===== config.mk =====
export PLATFORM = sky130hd
export DESIGN_NAME = pll_phase_ctrl_flat
export DESIGN_NICKNAME = d
export VERILOG_FILES = /design/src/rtl/pll_phase_ctrl_if.sv /design/src/rtl/pll_phase_ctrl.sv /design/src/flat_wrapper.sv
export SDC_FILE = /design/constraint.sdc
export NUM_CORES = 1
export LEC_CHECK = 0
export BUFFER_PORTS_ARGS = -buffer_cell sky130_fd_sc_hd__buf_2
export CELL_PAD_IN_SITES_DETAIL_PLACEMENT = 1
export CELL_PAD_IN_SITES_GLOBAL_PLACEMENT = 2
export CORE_ASPECT_RATIO = 1.4
export CORE_MARGIN = 4
export CORE_UTILIZATION = 39
export DETAILED_ROUTE_END_ITERATION = 16
export PLACE_DENSITY = 0.94
export SYNTH_ARGS = -nofsm -noshare
export SYNTH_HDL_FRONTEND = slang
export SYNTH_SLANG_ARGS = --single-unit

===== constraint.sdc =====
create_clock -name clk -period 4.6 [get_ports clk]
set_clock_uncertainty 0.15 [all_clocks]
set_input_delay 0 -clock clk [delete_from_list [all_inputs] [get_ports clk]]
set_output_delay 0 -clock clk [all_outputs]
set_load 0.005 [all_outputs]

===== src/rtl/pll_phase_ctrl_if.sv =====
// Phase-shift request handshake between a requester (master) and pll_phase_ctrl (slave).
interface pll_phase_ctrl_if #(
    parameter int unsigned STEP_W = 8
);
    logic              req_valid;
    logic              req_ready;
    logic [1:0]        req_sel;
    logic              req_dir;
    logic [STEP_W-1:0] req_steps;

    modport master (output req_valid, req_sel, req_dir, req_steps, input req_ready);
    modport slave  (input req_valid, req_sel, req_dir, req_steps, output req_ready);
endinterface


===== src/rtl/pll_phase_ctrl.sv =====
// ECP5 PLL dynamic-phase sequencer with lock filtering and downstream reset generation.
// Optional macro PLL_PHASE_TRACK_EN adds per-channel signed phase_pos step totals.
module pll_phase_ctrl #(
    parameter int unsigned SETUP_CYC = 2,
    parameter int unsigned PULSE_CYC = 4,
    parameter int unsigned GAP_CYC   = 4,
    parameter int unsigned LOCK_HOLD = 16,
    parameter int unsigned STEP_W    = 8
) (
    input  logic                   clk,
    input  logic                   rst_n,
    input  logic                   pll_locked,
    pll_phase_ctrl_if.slave        req,
    output logic [1:0]             phasesel,
    output logic                   phasedir,
    output logic                   phasestep,
    output logic                   busy,
    output logic                   done,
    output logic                   abort,
    output logic                   lock_ok,
    output logic                   rst_out_n,
`ifdef PLL_PHASE_TRACK_EN
    output logic signed [15:0]     phase_pos [4],
`endif
    output logic [7:0]             loss_cnt
);

    localparam int unsigned MAX_SP = (SETUP_CYC > PULSE_CYC) ? SETUP_CYC : PULSE_CYC;
    localparam int unsigned MAX_C  = (MAX_SP > GAP_CYC) ? MAX_SP : GAP_CYC;
    localparam int unsigned CNT_W  = $clog2(MAX_C + 1);
    localparam int unsigned HOLD_W = $clog2(LOCK_HOLD + 1);

    typedef enum logic [2:0] {
        IDLE,
        SETUP,
        PULSE,
        GAP,
        DONE,
        ABORT
    } state_e;

    logic              sync1_q;
    logic              lock_s_q;
    logic [HOLD_W-1:0] hold_q;
    logic              lock_ok_q;
    logic              lock_ok_d;
    logic              rst_out_q;
    logic [7:0]        loss_q;

    state_e            state_q;
    logic [CNT_W-1:0]  cnt_q;
    logic [STEP_W-1:0] remain_q;
    logic [1:0]        phasesel_q;
    logic              phasedir_q;
    logic              phasestep_q;
    logic              done_q;
    logic              abort_q;
    logic              req_ready_w;

    // Registered lock_ok rises on the same edge the hold counter reaches LOCK_HOLD.
    always_comb begin
        lock_ok_d = lock_s_q && (hold_q >= HOLD_W'(LOCK_HOLD - 1));
    end

    always_ff @(posedge clk or negedge rst_n) begin
        if (!rst_n) begin
            sync1_q   <= 1'b0;
            lock_s_q  <= 1'b0;
            hold_q    <= '0;
            lock_ok_q <= 1'b0;
            rst_out_q <= 1'b0;
            loss_q    <= '0;
        end else begin
            sync1_q   <= pll_locked;
            lock_s_q  <= sync1_q;
            if (!lock_s_q) begin
                hold_q <= '0;
            end else if (hold_q != HOLD_W'(LOCK_HOLD)) begin
                hold_q <= hold_q + 1'b1;
            end
            lock_ok_q <= lock_ok_d;
            rst_out_q <= lock_ok_q;
            if (lock_ok_q && !lock_ok_d && (loss_q != 8'hFF)) begin
                loss_q <= loss_q + 8'd1;
            end
        end
    end

    assign req_ready_w   = (state_q == IDLE) && lock_ok_q;
    assign req.req_ready = req_ready_w;

    // A pulse in flight is never truncated by lock loss; the abort check happens at its end.
    always_ff @(posedge clk or negedge rst_n) begin
        if (!rst_n) begin
            state_q     <= IDLE;
            cnt_q       <= '0;
            remain_q    <= '0;
            phasesel_q  <= '0;
            phasedir_q  <= 1'b0;
            phasestep_q <= 1'b0;
            done_q      <= 1'b0;
            abort_q     <= 1'b0;
        end else begin
            case (state_q)
                IDLE: begin
                    if (req.req_valid && req_ready_w) begin
                        phasesel_q <= req.req_sel;
                        phasedir_q <= req.req_dir;
                        remain_q   <= req.req_steps;
                        cnt_q      <= CNT_W'(SETUP_CYC - 1);
                        state_q    <= SETUP;
                    end
                end
                SETUP: begin
                    if (!lock_ok_q) begin
                        abort_q <= 1'b1;
                        state_q <= ABORT;
                    end else if (cnt_q == '0) begin
                        if (remain_q == '0) begin
                            done_q  <= 1'b1;
                            state_q <= DONE;
                        end else begin
                            phasestep_q <= 1'b1;
                            cnt_q       <= CNT_W'(PULSE_CYC - 1);
                            state_q     <= PULSE;
                        end
                    end else begin
                        cnt_q <= cnt_q - 1'b1;
                    end
                end
                PULSE: begin
                    if (cnt_q == '0) begin
                        phasestep_q <= 1'b0;
                        if (!lock_ok_q) begin
                            abort_q <= 1'b1;
                            state_q <= ABORT;
                        end else begin
                            cnt_q   <= CNT_W'(GAP_CYC - 1);
                            state_q <= GAP;
                        end
                    end else begin
                        cnt_q <= cnt_q - 1'b1;
                    end
                end
                GAP: begin
                    if (!lock_ok_q) begin
                        abort_q <= 1'b1;
                        state_q <= ABORT;
                    end else if (cnt_q == '0) begin
                        remain_q <= remain_q - 1'b1;
                        if (remain_q == STEP_W'(1)) begin
                            done_q  <= 1'b1;
                            state_q <= DONE;
                        end else begin
                            phasestep_q <= 1'b1;
                            cnt_q       <= CNT_W'(PULSE_CYC - 1);
                            state_q     <= PULSE;
                        end
                    end else begin
                        cnt_q <= cnt_q - 1'b1;
                    end
                end
                DONE: begin
                    done_q  <= 1'b0;
                    state_q <= IDLE;
                end
                ABORT: begin
                    abort_q <= 1'b0;
                    state_q <= IDLE;
                end
                default: begin
                    phasestep_q <= 1'b0;
                    done_q      <= 1'b0;
                    abort_q     <= 1'b0;
                    state_q     <= IDLE;
                end
            endcase
        end
    end

`ifdef PLL_PHASE_TRACK_EN
    logic signed [15:0] pos_q [4];

    always_ff @(posedge clk or negedge rst_n) begin
        if (!rst_n) begin
            for (int unsigned i = 0; i < 4; i++) begin
                pos_q[i] <= '0;
            end
        end else if ((state_q == PULSE) && (cnt_q == '0)) begin
            pos_q[phasesel_q] <= phasedir_q ? (pos_q[phasesel_q] - 16'sd1)
                                            : (pos_q[phasesel_q] + 16'sd1);
        end
    end

    assign phase_pos = pos_q;
`endif

    assign phasesel  = phasesel_q;
    assign phasedir  = phasedir_q;
    assign phasestep = phasestep_q;
    assign busy      = (state_q != IDLE);
    assign done      = done_q;
    assign abort     = abort_q;
    assign lock_ok   = lock_ok_q;
    assign rst_out_n = rst_out_q;
    assign loss_cnt  = loss_q;

endmodule

===== src/flat_wrapper.sv =====
// flat-port wrapper written by rule: the top's interface ports become plain ports
module pll_phase_ctrl_flat 
#(
    parameter int unsigned SETUP_CYC = 2,
    parameter int unsigned PULSE_CYC = 4,
    parameter int unsigned GAP_CYC   = 4,
    parameter int unsigned LOCK_HOLD = 16,
    parameter int unsigned STEP_W    = 8
)
  (clk, rst_n, pll_locked, phasesel, phasedir, phasestep, busy, done, abort, lock_ok, rst_out_n, loss_cnt, req_req_valid, req_req_sel, req_req_dir, req_req_steps, req_req_ready);
  pll_phase_ctrl_if #(.STEP_W(STEP_W)) req_i ();
  input  logic clk;
  input  logic rst_n;
  input  logic pll_locked;
  output logic [1:0] phasesel;
  output logic phasedir;
  output logic phasestep;
  output logic busy;
  output logic done;
  output logic abort;
  output logic lock_ok;
  output logic rst_out_n;
  output logic [7:0] loss_cnt;
  input wire logic [$bits(req_i.req_valid)-1:0] req_req_valid;
  input wire logic [$bits(req_i.req_sel)-1:0] req_req_sel;
  input wire logic [$bits(req_i.req_dir)-1:0] req_req_dir;
  input wire logic [$bits(req_i.req_steps)-1:0] req_req_steps;
  output wire logic [$bits(req_i.req_ready)-1:0] req_req_ready;
  assign req_i.req_valid = req_req_valid;
  assign req_i.req_sel = req_req_sel;
  assign req_i.req_dir = req_req_dir;
  assign req_i.req_steps = req_req_steps;
  assign req_req_ready = req_i.req_ready;
  pll_phase_ctrl #(.SETUP_CYC(SETUP_CYC), .PULSE_CYC(PULSE_CYC), .GAP_CYC(GAP_CYC), .LOCK_HOLD(LOCK_HOLD), .STEP_W(STEP_W)) u_core (.clk(clk), .rst_n(rst_n), .pll_locked(pll_locked), .req(req_i), .phasesel(phasesel), .phasedir(phasedir), .phasestep(phasestep), .busy(busy), .done(done), .abort(abort), .lock_ok(lock_ok), .rst_out_n(rst_out_n), .loss_cnt(loss_cnt));
endmodule

==> metrics.yaml <==
finish:
  final_nets: 277
  final_layout_size_suffix_gt1_frac: 0.2323
  n_antenna_cell: 0
  fin_util: 0.4903
  multi_input_area_um2: 1111
  syn_to_final_growth_pct: 20.78
  seq_area_um2: 925.9
  fillers: 600
place:
  dp_hpwl_um: 3554
  place_ws_ps: 2450
  numPortBuffers: 32
  place.gp.congestion: 0.8040
global_route:
  grt_pass1_wl_um: 9246
  antenna_found_initial: 0
  grt_max_degree: 38
  grt-ovfl-total: 0
  grt_usage: 0.1738
  grt_pass1_vias: 1897
clock_tree:
  clk_path_buf_depth: 2
  cts_tree: "yes"
  cts-htree-levels: 2
  root_buffer: "clkbuf_8"
  insertion_delay_ps: 290
  post_cts_buffers: 0
  clk_pin_slew_ps: 80
  cts-buffers-inserted: 5
  cts_sinks: 37
floorplanning:
  core_um2: 5236
  die_area_um2: 6713
  initial_core_util: 0.4060
  die_w_um: 70.40
  io_pins: 33
  die_h_um: 95.36
  num_rows: 31
detailed_routing:
  vias: 1783
  drt_iter0_drc: 113
  drt_first_pass_iters: 4
  drt.antenna.violating_nets: 0
  drcViolationCount: 0
  viasPerCell: 5.572
  wl_um: 5451
  routedWlPerCell_um: 17.03
timing:
  setup_slack_ps: 2304
  relSlewSlack: 0.4300
  hold_viol: 0
  grt_setup_unrepaired: "false"
  slew_viol_final: 0
  period_share: 0.4991
  tightest_slew_ps: 855.0
  fin_crit_ps: 2296
  finalSetupViolations: 0
  fin_tns_setup_ps: 0
  fmax_mhz: 435.5
synth:
  netlist_top_cells_count: "dfrtp_1 (37), nand2_1 (18), a21oi_1 (13)"
  seq_area_frac_synth: 0.4356
  synth_fa_ha_area_frac: 0.05827
  synth_top_area_cell: "dfrtp_1"
  synth_top_area_share: 0.4356
  syn_area_um2: 2126
  yosysWarningCount: 0
  synth.avg_cell_area_um2: 10.27
  synth_compound_area_frac: 0.1836
  synth_most_common_cell: "dfrtp_1"
  synthMuxAreaShare: 0.03708
  synth_top_family_by_area: "simple AND/OR/NAND/NOR gates"
  synthCells: 207
  synth_nets: 231
  synth-xor-area-share: 0.03296
  synth_seq_cells: 37
  synth_edf_count: 0
  synth_top_flop_cell: "dfrtp_1"
  yosys-top-cells-area: "dfrtp_1 (44%), ha_1 (5.3%), nand2_1 (3.2%)"
  ys_types: 55
  synth-simple-area-share: 0.2107
  ys_async_sr_fraction: 1.000
hold_path:
  hold_path.class: "in2reg"
worst_setup_path:
  path_class: "reg2reg"
  worstPathArrival_ps: 2360
  worstPathRequired_ps: 4660
  worstPathMaxFanout: 7
  start_kind: "flip-flop"
  end_kind: "flip-flop"
run_status:
  status: "finished clean"
run:
  maxCapViolCount: 0
power:
  p_total_mw: 0.6666
  ir_drop_v: 0.0001102
  power.leakage_nw: 1.220
  power_density_nw_per_um2: 259.6
power breakdown:
group | internal (mW) | switching [mW] | total [mW]
sequential | 0.328 | 0.00503 | 0.333
clock | 0.176 | 0.124 | 0.301
combinational | 0.0172 | 0.0154 | 0.0326
total | 0.522 | 0.145 | 0.667
critical path, stage by stage, from the launching register on:
cell,delay [ps]
dfrtp_1,440
ha_1,250
and3_1,190
ha_1,220
o21ai_2,180
o211ai_4,150
nor4_1,420
xor2_1,210
through the flow:
step                instance area, um2  hold slack, ps  cells
floorplan                         2126          -445.6    207
global placement                  2317          -41.76    299
detailed placement                2317          -39.20    299
CTS                               2567           29.40    320
global route                      2567           51.84    320
finish                            2567           33.70    320
cell usage in the layout (no fill, tap or decap), types with 7 or more instances in the layout:
master | Yosys | layout
buf_2 | 2 | 32
inv_1 | 10 | 10
dfrtp_1 | 37 | 37
o21ai_0 | 9 | 9
a21oi_1 | 13 | 13
nor2_1 | 11 | 11
xor2_1 | 7 | 7
ha_1 | 9 | 9
dlygate4sd3_1 | 0 | 13
nand2_1 | 18 | 18
sequential cells by signal (all words and copies together) (netlist names):
register          count
u_core.abort          1
u_core.cnt_q          3
u_core.done           1
u_core.hold_q         5
u_core.lock_ok        1
u_core.lock_s_q       1
u_core.loss_cnt       8
u_core.phasedir       1
u_core.phasesel       2
u_core.phasestep      1
u_core.remain_q       8
u_core.rst_out_n      1
u_core.state_q        3
u_core.sync1_q        1
cell families (layout without fill, tap and decap cells):
group                      count (synthesis)  in the layout
xor gates and xnor gates                   8              8
AOI/OAI and AO/OA                         55             55
muxes                                      6              6
buffers and inverters                     16             63
adders and majority gates                 10             10
DFF                                       37             37
and+or+nand+nor                           75             75
timing repair:
| action | in CTS | in global routing |
|---|---|---|
| hold buffers | 13 | 0 |
| gates resized for setup | 0 | 0 |
| endpoints found under the hold margin | 49 | 0 |
metal layers:
layer	global-route usage	share of wire
met5	0	0
met4	0.07348	0.021
met3	0.02954	0.028
met2	0.3141	0.54
met1	0.2016	0.41
cell type report:
cell class                 count  area share
tap                           66     0.03216
clock inverter                 2     0.01462
clock buffer                   6     0.03216
inverter                      10     0.01462
sequential                    37      0.3606
multi-input combinational    154      0.4328
timing repair buffer          45      0.1131
path summary, 6_finish.rpt:
path | from | to | slack, ps | depth (start not counted)
min in group asynchronous | rst_n | u_core.state_q[1] | 200 | 2
hold / removal | req_req_valid | u_core.phasesel[0] | 30 | 3
setup / recovery | u_core.hold_q[0] | u_core.loss_cnt[6] | 2300 | 7
hold reg to reg | u_core.sync1_q | u_core.lock_s_q | 200 | 0
setup reg to reg | u_core.hold_q[0] | u_core.loss_cnt[6] | 2300 | 7
max in group asynchronous | rst_n | u_core.hold_q[3] | 3570 | 2
(Power assumes the default switching activity.)
